## config.mk

```make
export PLATFORM = sky130hd
export DESIGN_NAME = rvfi_retire_monitor
export DESIGN_NICKNAME = d
export VERILOG_FILES = /design/src/rtl/rvfi_mon_pkg.sv /design/src/rtl/rvfi_mon_chan_check.sv /design/src/rtl/rvfi_retire_monitor.sv
export SDC_FILE = /design/constraint.sdc
export NUM_CORES = 1
export LEC_CHECK = 0
export CAP_MARGIN = 20
export CELL_PAD_IN_SITES_DETAIL_PLACEMENT = 0
export CELL_PAD_IN_SITES_GLOBAL_PLACEMENT = 2
export CORE_ASPECT_RATIO = 1.25
export CORE_MARGIN = 1.5
export CORE_UTILIZATION = 28
export DETAILED_ROUTE_END_ITERATION = 10
export GPL_TIMING_DRIVEN = 0
export PLACE_DENSITY_LB_ADDON = 0.1
export SLEW_MARGIN = 10
export SYNTH_ARGS = -nofsm -noshare
export SYNTH_HDL_FRONTEND = slang
export SYNTH_HIERARCHICAL = 1
export SYNTH_SLANG_ARGS = --single-unit
```

## constraint.sdc

```tcl
create_clock -name clk -period 4.5 [get_ports clk]
set_clock_uncertainty 0.1 [all_clocks]
set_input_delay 1.35 -clock clk [delete_from_list [all_inputs] [get_ports clk]]
set_output_delay 1.35 -clock clk [all_outputs]
set_load 0.05 [all_outputs]
```

## src/rtl/rvfi_mon_pkg.sv

```systemverilog
// rtl/rvfi_mon_pkg.sv - shared types and constants for the RVFI retire monitor
package rvfi_mon_pkg;

  typedef enum logic [1:0] {
    ST_IDLE = 2'd0,
    ST_RUN  = 2'd1,
    ST_FAIL = 2'd2
  } mon_state_e;

  localparam int         ORDER_W    = 64;
  localparam int         INSN_W     = 32;
  localparam logic [6:0] OPC_SYSTEM = 7'b1110011;

endpackage

```

## src/rtl/rvfi_mon_chan_check.sv

```systemverilog
// rtl/rvfi_mon_chan_check.sv - combinational completeness/order check for one retire channel
// Optional build macro: RVFI_MON_SYSTEM_SKIP_EN (SYSTEM opcodes exempt from completeness)
module rvfi_mon_chan_check
  import rvfi_mon_pkg::*;
#(
  parameter int CHAN = 0
) (
  input  logic               valid,
  input  logic               prev_valid,
  input  logic [ORDER_W-1:0] order,
  input  logic [ORDER_W-1:0] exp_base,
  input  logic [INSN_W-1:0]  insn,
  input  logic               trap,
  input  logic               spec_valid,
  input  logic               spec_trap,
  output logic               err_complete,
  output logic               err_order
);

`ifdef RVFI_MON_SYSTEM_SKIP_EN
  localparam bit SYSTEM_SKIP = 1'b1;
`else
  localparam bit SYSTEM_SKIP = 1'b0;
`endif

  logic is_system;
  logic unused_insn_hi;

  assign is_system      = (insn[6:0] == OPC_SYSTEM);
  assign unused_insn_hi = ^insn[INSN_W-1:7];

  // A retired non-trapping instruction must be one the ISA model also accepts.
  assign err_complete = valid && !trap && !(spec_valid && !spec_trap) && !(SYSTEM_SKIP && is_system);

  // Channels pack from 0 and each carries the next sequential order number.
  assign err_order = valid && (!prev_valid || (order != exp_base + ORDER_W'(CHAN)));

endmodule

```

## src/rtl/rvfi_retire_monitor.sv

```systemverilog
// rtl/rvfi_retire_monitor.sv - RVFI retirement completeness/ordering/liveness monitor (top)
// Optional build macro: RVFI_MON_SYSTEM_SKIP_EN (handled in rvfi_mon_chan_check)
module rvfi_retire_monitor
  import rvfi_mon_pkg::*;
#(
  parameter int NRET    = 2,
  parameter int TIMEOUT = 16
) (
  input  logic                      clk,
  input  logic                      reset,
  input  logic [NRET-1:0]           rvfi_valid,
  input  logic [ORDER_W*NRET-1:0]   rvfi_order,
  input  logic [INSN_W*NRET-1:0]    rvfi_insn,
  input  logic [NRET-1:0]           rvfi_trap,
  input  logic [NRET-1:0]           spec_valid,
  input  logic [NRET-1:0]           spec_trap,
  output logic                      err_complete,
  output logic                      err_order,
  output logic                      err_live,
  output logic [2:0]                err_chan,
  output logic [31:0]               retired,
  output logic [1:0]                mon_state
);

  mon_state_e         state, state_nx;
  logic [ORDER_W-1:0] exp_order, exp_order_nx;
  logic [31:0]        retired_nx;
  logic [31:0]        idle_cnt, idle_cnt_nx;
  logic               err_complete_nx, err_order_nx, err_live_nx;
  logic [2:0]         err_chan_nx;

  logic [NRET-1:0]    prev_valid, comp_err, ord_err;
  logic [3:0]         pop;
  logic [32:0]        ret_sum;
  logic               any_valid, live_hit;
  logic [2:0]         first_chan;

  always_comb begin
    prev_valid    = '1;
    for (int i = 1; i < NRET; i++) prev_valid[i] = rvfi_valid[i-1];
  end

  for (genvar g = 0; g < NRET; g++) begin : g_chan
    rvfi_mon_chan_check #(.CHAN(g)) u_chk (
      .valid        (rvfi_valid[g]),
      .prev_valid   (prev_valid[g]),
      .order        (rvfi_order[ORDER_W*g +: ORDER_W]),
      .exp_base     (exp_order),
      .insn         (rvfi_insn[INSN_W*g +: INSN_W]),
      .trap         (rvfi_trap[g]),
      .spec_valid   (spec_valid[g]),
      .spec_trap    (spec_trap[g]),
      .err_complete (comp_err[g]),
      .err_order    (ord_err[g])
    );
  end

  always_comb begin
    pop        = '0;
    first_chan = '0;
    for (int i = 0; i < NRET; i++) pop = pop + 4'(rvfi_valid[i]);
    // Scan downward so the lowest offending channel wins.
    for (int i = NRET - 1; i >= 0; i--) begin
      if (comp_err[i] || ord_err[i]) first_chan = 3'(i);
    end
  end

  assign any_valid = |rvfi_valid;
  assign ret_sum   = {1'b0, retired} + 33'(pop);
  assign live_hit  = (TIMEOUT != 0) && !any_valid && (idle_cnt == 32'(TIMEOUT - 1));

  always_comb begin
    state_nx        = state;
    exp_order_nx    = exp_order;
    retired_nx      = retired;
    idle_cnt_nx     = idle_cnt;
    err_complete_nx = err_complete;
    err_order_nx    = err_order;
    err_live_nx     = err_live;
    err_chan_nx     = err_chan;
    case (state)
      ST_IDLE: state_nx = ST_RUN;
      ST_RUN: begin
        exp_order_nx = exp_order + ORDER_W'(pop);
        retired_nx   = ret_sum[32] ? 32'hFFFF_FFFF : ret_sum[31:0];
        idle_cnt_nx  = (any_valid || TIMEOUT == 0) ? 32'd0 : idle_cnt + 32'd1;
        if ((|comp_err) || (|ord_err) || live_hit) begin
          state_nx        = ST_FAIL;
          err_complete_nx = |comp_err;
          err_order_nx    = |ord_err;
          err_live_nx     = live_hit;
          err_chan_nx     = first_chan;
        end
      end
      ST_FAIL: state_nx = ST_FAIL;
      default: state_nx = ST_IDLE;
    endcase
  end

  always_ff @(posedge clk) begin
    if (!reset) begin
      state        <= ST_IDLE;
      exp_order    <= '0;
      retired      <= '0;
      idle_cnt     <= '0;
      err_complete <= 1'b0;
      err_order    <= 1'b0;
      err_live     <= 1'b0;
      err_chan     <= '0;
    end else begin
      state        <= state_nx;
      exp_order    <= exp_order_nx;
      retired      <= retired_nx;
      idle_cnt     <= idle_cnt_nx;
      err_complete <= err_complete_nx;
      err_order    <= err_order_nx;
      err_live     <= err_live_nx;
      err_chan     <= err_chan_nx;
    end
  end

  assign mon_state = state;

endmodule

```

==> After elaboration in Yosys (flattened, before gate mapping) <==
Index checks and enable logic that the tools add are counted.
{ "word_totals": {"reg_bits": 136, "input_bits": 202, "output_inout_bits": 40, "word_cells": 52} }
{ "op_classes": {"n_addsub": 5, "n_eq_ne": 6, "muxes": 6, "reduce_logical": 27} }
{ "op_table": {"columns": ["cell", "n"], "rows": [
  ["64-bit inequality test", 2],
  ["64-bit by 1-bit adder with 64-bit output, second input constant", 1],
  ["64-bit by 2-bit adder with 64-bit output", 1],
  ["32-bit 2-to-1 mux", 2],
  ["32-bit by 2-bit adder with 33-bit output", 1],
  ["32-bit by 1-bit adder with 32-bit output, second input constant", 1],
  ["32-bit by 4-bit == test with 1-bit output, second input constant", 1],
  ["1-bit logical AND", 9],
  ["1-bit logical NOT", 8],
  ["2-bit case mux with 3 select lines", 1],
  ["2-bit OR reduction", 3],
  ["1-bit logical OR", 5],
  ["3-bit 2-to-1 mux", 1],
  ["1-bit by 1-bit adder with 2-bit output", 1],
  ["2-bit by 1-bit == test with 1-bit output, second input constant", 1],
  ["2-bit == test, second input constant", 1],
  ["2-bit logical NOT", 1],
  ["2-bit 2-to-1 mux", 1],
  ["2-bit inequality test, second input constant", 1],
  ["2-bit AND reduction", 1],
  ["1-bit 2-to-1 mux", 1]
]} }

==> Logic depth before layout (Yosys ltp) <==
Gate-level depths: netlist of the first run.
{ "depth": {"word_depth": 9, "depth_mapped": 15, "ltp_nobuf": 14} }

==> By module <==
Netlist of the first run, hierarchy kept.
{ "by_module_without_submodules": {"columns": ["module", "instances", "cells_each", "area_per_inst_um2", "seq_area_each_um2"], "rows": [
  ["rvfi_retire_monitor", 1, 783, 6487.5, 2682.6],
  ["rvfi_mon_chan_check at g_chan[1].u_chk", 1, 327, 2264.7, 0.0],
  ["rvfi_mon_chan_check at g_chan[0].u_chk", 1, 97, 737.0, 0.0]
]} }

==> Worst setup path after synthesis of the first run <==
No wires, ideal clock.
{ "synth_path": {"kind": "input to register", "start": "input rvfi_order[125]", "end": "register state[0], in the netlist mon_state[0]", "setup_time_ns": 0.128, "arrival_time_ns": 4.080, "required_time_ns": 4.272, "setup_slack_ns": 0.193, "cell_stages": 11, "path_buffers": 0, "cell_sequence": "xnor2_1 > or4_1 > a2111o_1 > or4_1 > nor4_2 > a41oi_1 > or4_1 > nor2_1 > o21ai_0 > mux2i_1 > nor2_1"} }
{ "synth_between": {"elab_chain_len": 7} }
{ "synth_rtl": {"columns": ["element", "line_no", "source"], "rows": [
  ["start, declared", "rvfi_retire_monitor.sv:12", "input logic [ORDER_W*NRET-1:0] rvfi_order,"],
  ["64-bit inequality test", "rvfi_mon_chan_check.sv:36", "assign err_order = valid && (!prev_valid || (order != exp_base + ORDER_W'(CHAN)));"],
  ["1-bit logical OR", "rvfi_mon_chan_check.sv:36", null],
  ["1-bit logical AND", "rvfi_mon_chan_check.sv:36", null],
  ["named net ord_err[1]", "rvfi_retire_monitor.sv:32", "logic [NRET-1:0] prev_valid, comp_err, ord_err;"],
  ["2-bit OR reduction", "rvfi_retire_monitor.sv:87", "if ((|comp_err) || (|ord_err) || live_hit) begin"],
  ["1-bit logical OR (2 in a row)", "rvfi_retire_monitor.sv:87", null],
  ["2-bit inequality test (no source line)", null, null],
  ["end signal, assigned", "rvfi_retire_monitor.sv:111", "state <= state_nx;"],
  ["end, declared", "rvfi_retire_monitor.sv:25", "mon_state_e state, state_nx;"]
]} }
The timed path passes the listed nets, and every way through them passes these cells.
A chain may end at the register's enable or synchronous reset.

==> Worst setup path in the final report of the first run <==
{ "layout_path": {"start": "register exp_order[41]", "end": "register state[0], in the netlist mon_state[0]"} }
{ "layout_between": {"elab_chain_len": 8, "word_cells_on_any_way": 10, "cone_classes": "1 x add/sub; 3 x eq/ne; 6 x reduce/logical"} }
{ "layout_rtl": {"columns": ["element", "line_no", "source"], "rows": [
  ["start, declared", "rvfi_retire_monitor.sv:26", "logic [ORDER_W-1:0] exp_order, exp_order_nx;"],
  ["start signal, assigned", "rvfi_retire_monitor.sv:112", "exp_order <= exp_order_nx;"],
  ["64-bit by 1-bit adder with 64-bit output", "rvfi_mon_chan_check.sv:36", null],
  ["64-bit inequality test", "rvfi_mon_chan_check.sv:36", null],
  ["1-bit logical OR", "rvfi_mon_chan_check.sv:36", null],
  ["1-bit logical AND", "rvfi_mon_chan_check.sv:36", null],
  ["named net ord_err[1]", "rvfi_retire_monitor.sv:32", null],
  ["2-bit OR reduction", "rvfi_retire_monitor.sv:87", null],
  ["1-bit logical OR (2 in a row)", "rvfi_retire_monitor.sv:87", null],
  ["2-bit inequality test (no source line)", null, null]
]} }
The timed path passes the listed nets, and every way through them passes these cells.

==> impl_metrics.env, run 1 <==
export IMPL_status="finished, final reports clean"
export IMPL_cts_buffer_depth=2
export IMPL_rsz0062_at_grt="true"
export IMPL_grt_pass1_vias=9642
export IMPL_reg2reg_depth=13
export IMPL_ys_seq_elements=134
export IMPL_nNetsFinal=1655
export IMPL_die_w_um=167.7
export IMPL_r2r_setup_slack_ps=50
export IMPL_coreArea_um2=33500
export IMPL_tightest_slew_ps=885.8
export IMPL_numCtsBuffers=17
export IMPL_max_slew_margin_pct=40.40
export IMPL_ioPinCount=242
export IMPL_post_route_period_util_pct=98.94
export IMPL_drtPass1Iterations=5
export IMPL_crit_path_max_incr_delay_ps=580
export IMPL_cts_num_sinks=134
export IMPL_drt_iter0_drc=512
export IMPL_antenna_found_initial=2
export IMPL_syn_instance_count=1207
export IMPL_slowest_stage="or4_4"
export IMPL_grt_usage_pct=22.33
export IMPL_htreeDepth=4
export IMPL_fillers=3469
export IMPL_worst_skew_pair_late_latency_ps=430
export IMPL_hold_class="reg -> reg"
export IMPL_worst_ep_required_time_ps=4700
export IMPL_final_common_cell="clkdlybuf4s50_1"
export IMPL_cap_violations=0
export IMPL_fp_row_count=75
export IMPL_critPathLaunch="exp_order[41]$_SDFFE_PN0N_"
export IMPL_dieArea_um2=35010
export IMPL_hpwl_mm=29.90
export IMPL_reg2reg_to="mon_state[0]$_SDFFE_PN0P_"
export IMPL_cp_max_fo=10
export IMPL_start_kind="flip-flop"
export IMPL_min_path_cells=2
export IMPL_route_met2_wl_mm=19.28
export IMPL_start_util_pct=28.32
export IMPL_cp_arrival_ps=4650
export IMPL_setup_violations=0
export IMPL_fmax_mhz=224.6
export IMPL_ir_drop_v=0.0002693
export IMPL_power_density_nw_per_um2=243.2
export IMPL_setup_slack_ps=47.72
export IMPL_routedWlPerCell_um=20.93
export IMPL_gp_congestion=0.9266
export IMPL_path_cells="nand4_1 -> nor2_2 -> nand4_1 -> or4_1 -> a2111o_1 -> or4_4 -> nor4_4 -> a41oi_4 -> or4_4 -> nor2_4 -> o21ai_2 -> mux2i_1 -> nor2_1"
export IMPL_drive_above_1_share_pct=12.93
export IMPL_layout_common_cells="clkdlybuf4s50_1, xnor2_1, nor2_1"
export IMPL_wl_mm=39.33
export IMPL_num_vias=9955
export IMPL_leakage_nw=4.132
export IMPL_synth_cell_type_count=63
export IMPL_grt_pass1_wl_mm=59.42
export IMPL_drc=0
export IMPL_finalNonFillerCells=1879
export IMPL_syn_area_um2=9489
export IMPL_clk_pin_slew_worst_paths_ps=60
export IMPL_period_minus_slack_ps=4452
export IMPL_slew_viol_final=0
export IMPL_met1_length_mm=17.11
export IMPL_ant_nets=0
export IMPL_finalSetupTns_ps=0
export IMPL_hp_start="err_chan[0]$_SDFFE_PN0P_"
export IMPL_synth_edf_count=0
export IMPL_placed_cells=1806
export IMPL_ys_warn_count=6
export IMPL_ys_flop_type="dfxtp_1"
export IMPL_holdPathEnd="err_chan[0]$_SDFFE_PN0P_"
export IMPL_async_reset_ff_share_pct=0
export IMPL_fin_total_pwr_w=0.003176
export IMPL_yosysSeqAreaShare_pct=28.27
export IMPL_critPathKind="reg -> reg"
export IMPL_dp_slack_ps=-1439
export IMPL_r2r_start="exp_order[41]$_SDFFE_PN0N_"
export IMPL_finalHoldViolCount=0
export IMPL_cts_root_buf="clkbuf_16"
export IMPL_tritoncts="done"
export IMPL_cp_end_kind="flip-flop"
export IMPL_dieHeight_um=208.8
export IMPL_drt_vias_per_instance=5.298
export IMPL_dr_max_layer_used="met4"
export IMPL_fin_util_pct=38.99
export IMPL_grt_ovfl_total=0
export IMPL_grt_max_degree=17
export IMPL_synth_avg_cell_area_um2=7.862
export IMPL_dr_wl_met3_mm=1.699
export IMPL_port_buffers=175
export IMPL_area_growth_syn_to_layout_pct=37.66
[flip-flops by register name, summed over array words and instances, names as in the netlist]
| name | flops |
|---|---|
| err_order | 1 |
| retired | 32 |
| err_complete | 1 |
| err_live | 1 |
| exp_order | 64 |
| idle_cnt | 32 |
| err_chan | 1 |
| mon_state | 2 |
[metal layers]
layer / track usage, % / vias up
met3: 3.447 / 52
met5: 0 / -
met1: 27.51 / 4753
met4: 8.263 / 0
met2: 39.08 / 282
li1: - / 4868
[where the power goes]
part	total, W	leakage [nW]	switching (W)	internal [W]
sequential	0.00122	1.12	0.0000255	0.00119
clock	0.00145	0.292	0.000544	0.000908
combinational	0.000505	2.72	0.000263	0.000242
total	0.00318	4.13	0.000833	0.00234
[worst max-delay path: cells and delay by family (launching register included)]
family,cells,cell delay (ps)
AND/OR/NAND/NOR,9,2870
flip-flops,1,500
multiplexers,1,160
AO/OA/AOI/OAI,3,690
[cells by family after synthesis]
kind of cell	Yosys count	synth area share [%]
mux	12	1.279
fa+ha+maj	11	1.450
compound gates	167	10.39
buf+inv	84	3.560
other cells	2	0.07914
simple gates	561	33.19
flops	134	28.27
xor+xnor	236	21.78
[stage by stage]
step | instance area (µm²) | hold WS (ps)
floorplan | 9493 | 382.7
global placement | 11770 | 370.8
detailed placement | 11770 | 367.2
CTS | 12720 | 386.1
global route | 13060 | 417.0
finish | 13060 | 377.6
[area by class of cell]
class | instances | area (µm²) | share of cell area [%]
Antenna cell | 2 | 5.005 | 0.03831
Buffer | 39 | 178.9 | 1.370
Clock buffer | 22 | 474.2 | 3.630
Clock inverter | 9 | 125.1 | 0.9579
Inverter | 43 | 161.4 | 1.236
Multi-Input combinational cell | 990 | 6709 | 51.36
Sequential cell | 134 | 2818 | 21.57
Tap cell | 423 | 529.3 | 4.052
Timing Repair Buffer | 217 | 2062 | 15.79
[how the worst max path moves through the flow]
stage / endpoint / cells after the start
after floorplan: mon_state[0]$_SDFFE_PN0P_ / 11
after global placement: mon_state[0]$_SDFFE_PN0P_ / 15
after detailed placement: mon_state[0]$_SDFFE_PN0P_ / 15
after CTS: mon_state[0]$_SDFFE_PN0P_ / 12
after global routing: mon_state[0]$_SDFFE_PN0P_ / 14
final: mon_state[0]$_SDFFE_PN0P_ / 13
[cell usage after synthesis, drive strengths merged (2+ instances only)]
cell type	count	area, µm²
nor4	54	417.9
conb	2	7.510
nor4b	3	26.28
xor2	81	709.4
or4	19	142.6
a22oi	2	15.01
nand2	80	300.3
nand2b	3	18.77
o22ai	7	43.79
and2	8	50.05
nand4	88	575.6
a41oi	3	26.28
o2bb2ai	3	26.28
mux2i	11	110.1
or2	2	12.51
nor2b	5	31.28
a21oi	74	370.4
dfxtp	134	2683
nand4b	2	17.52
xnor2	155	1358
clkbuf	31	116.4
o21ai	43	215.2
or3	36	225.2
nor3b	3	22.52
buf	10	60.05
o31ai	11	82.58
ha	11	137.6
inv	43	161.4
nor3	39	205.2
nor4bb	3	30.03
a31oi	4	25.02
nand3	66	340.3
o221a	2	22.52
a211oi	3	22.52
and3	21	131.4
a2111oi	2	17.52
and4	21	183.9
nor2	106	397.9
[repair_timing]
action,in CTS,in global routing
endpoints found under the setup margin,6,30
pin swaps,16,14
hold buffers,0,0
resized for setup,72,64
buffers inserted,18,24
Note: power is estimated with default switching activity, not from simulation.
==> run 2: changes to the inputs <==
- ABC_AREA: default -> 0
==> results of run 2 <==
Final layout, timing and power as in run 1 (identical DEF).
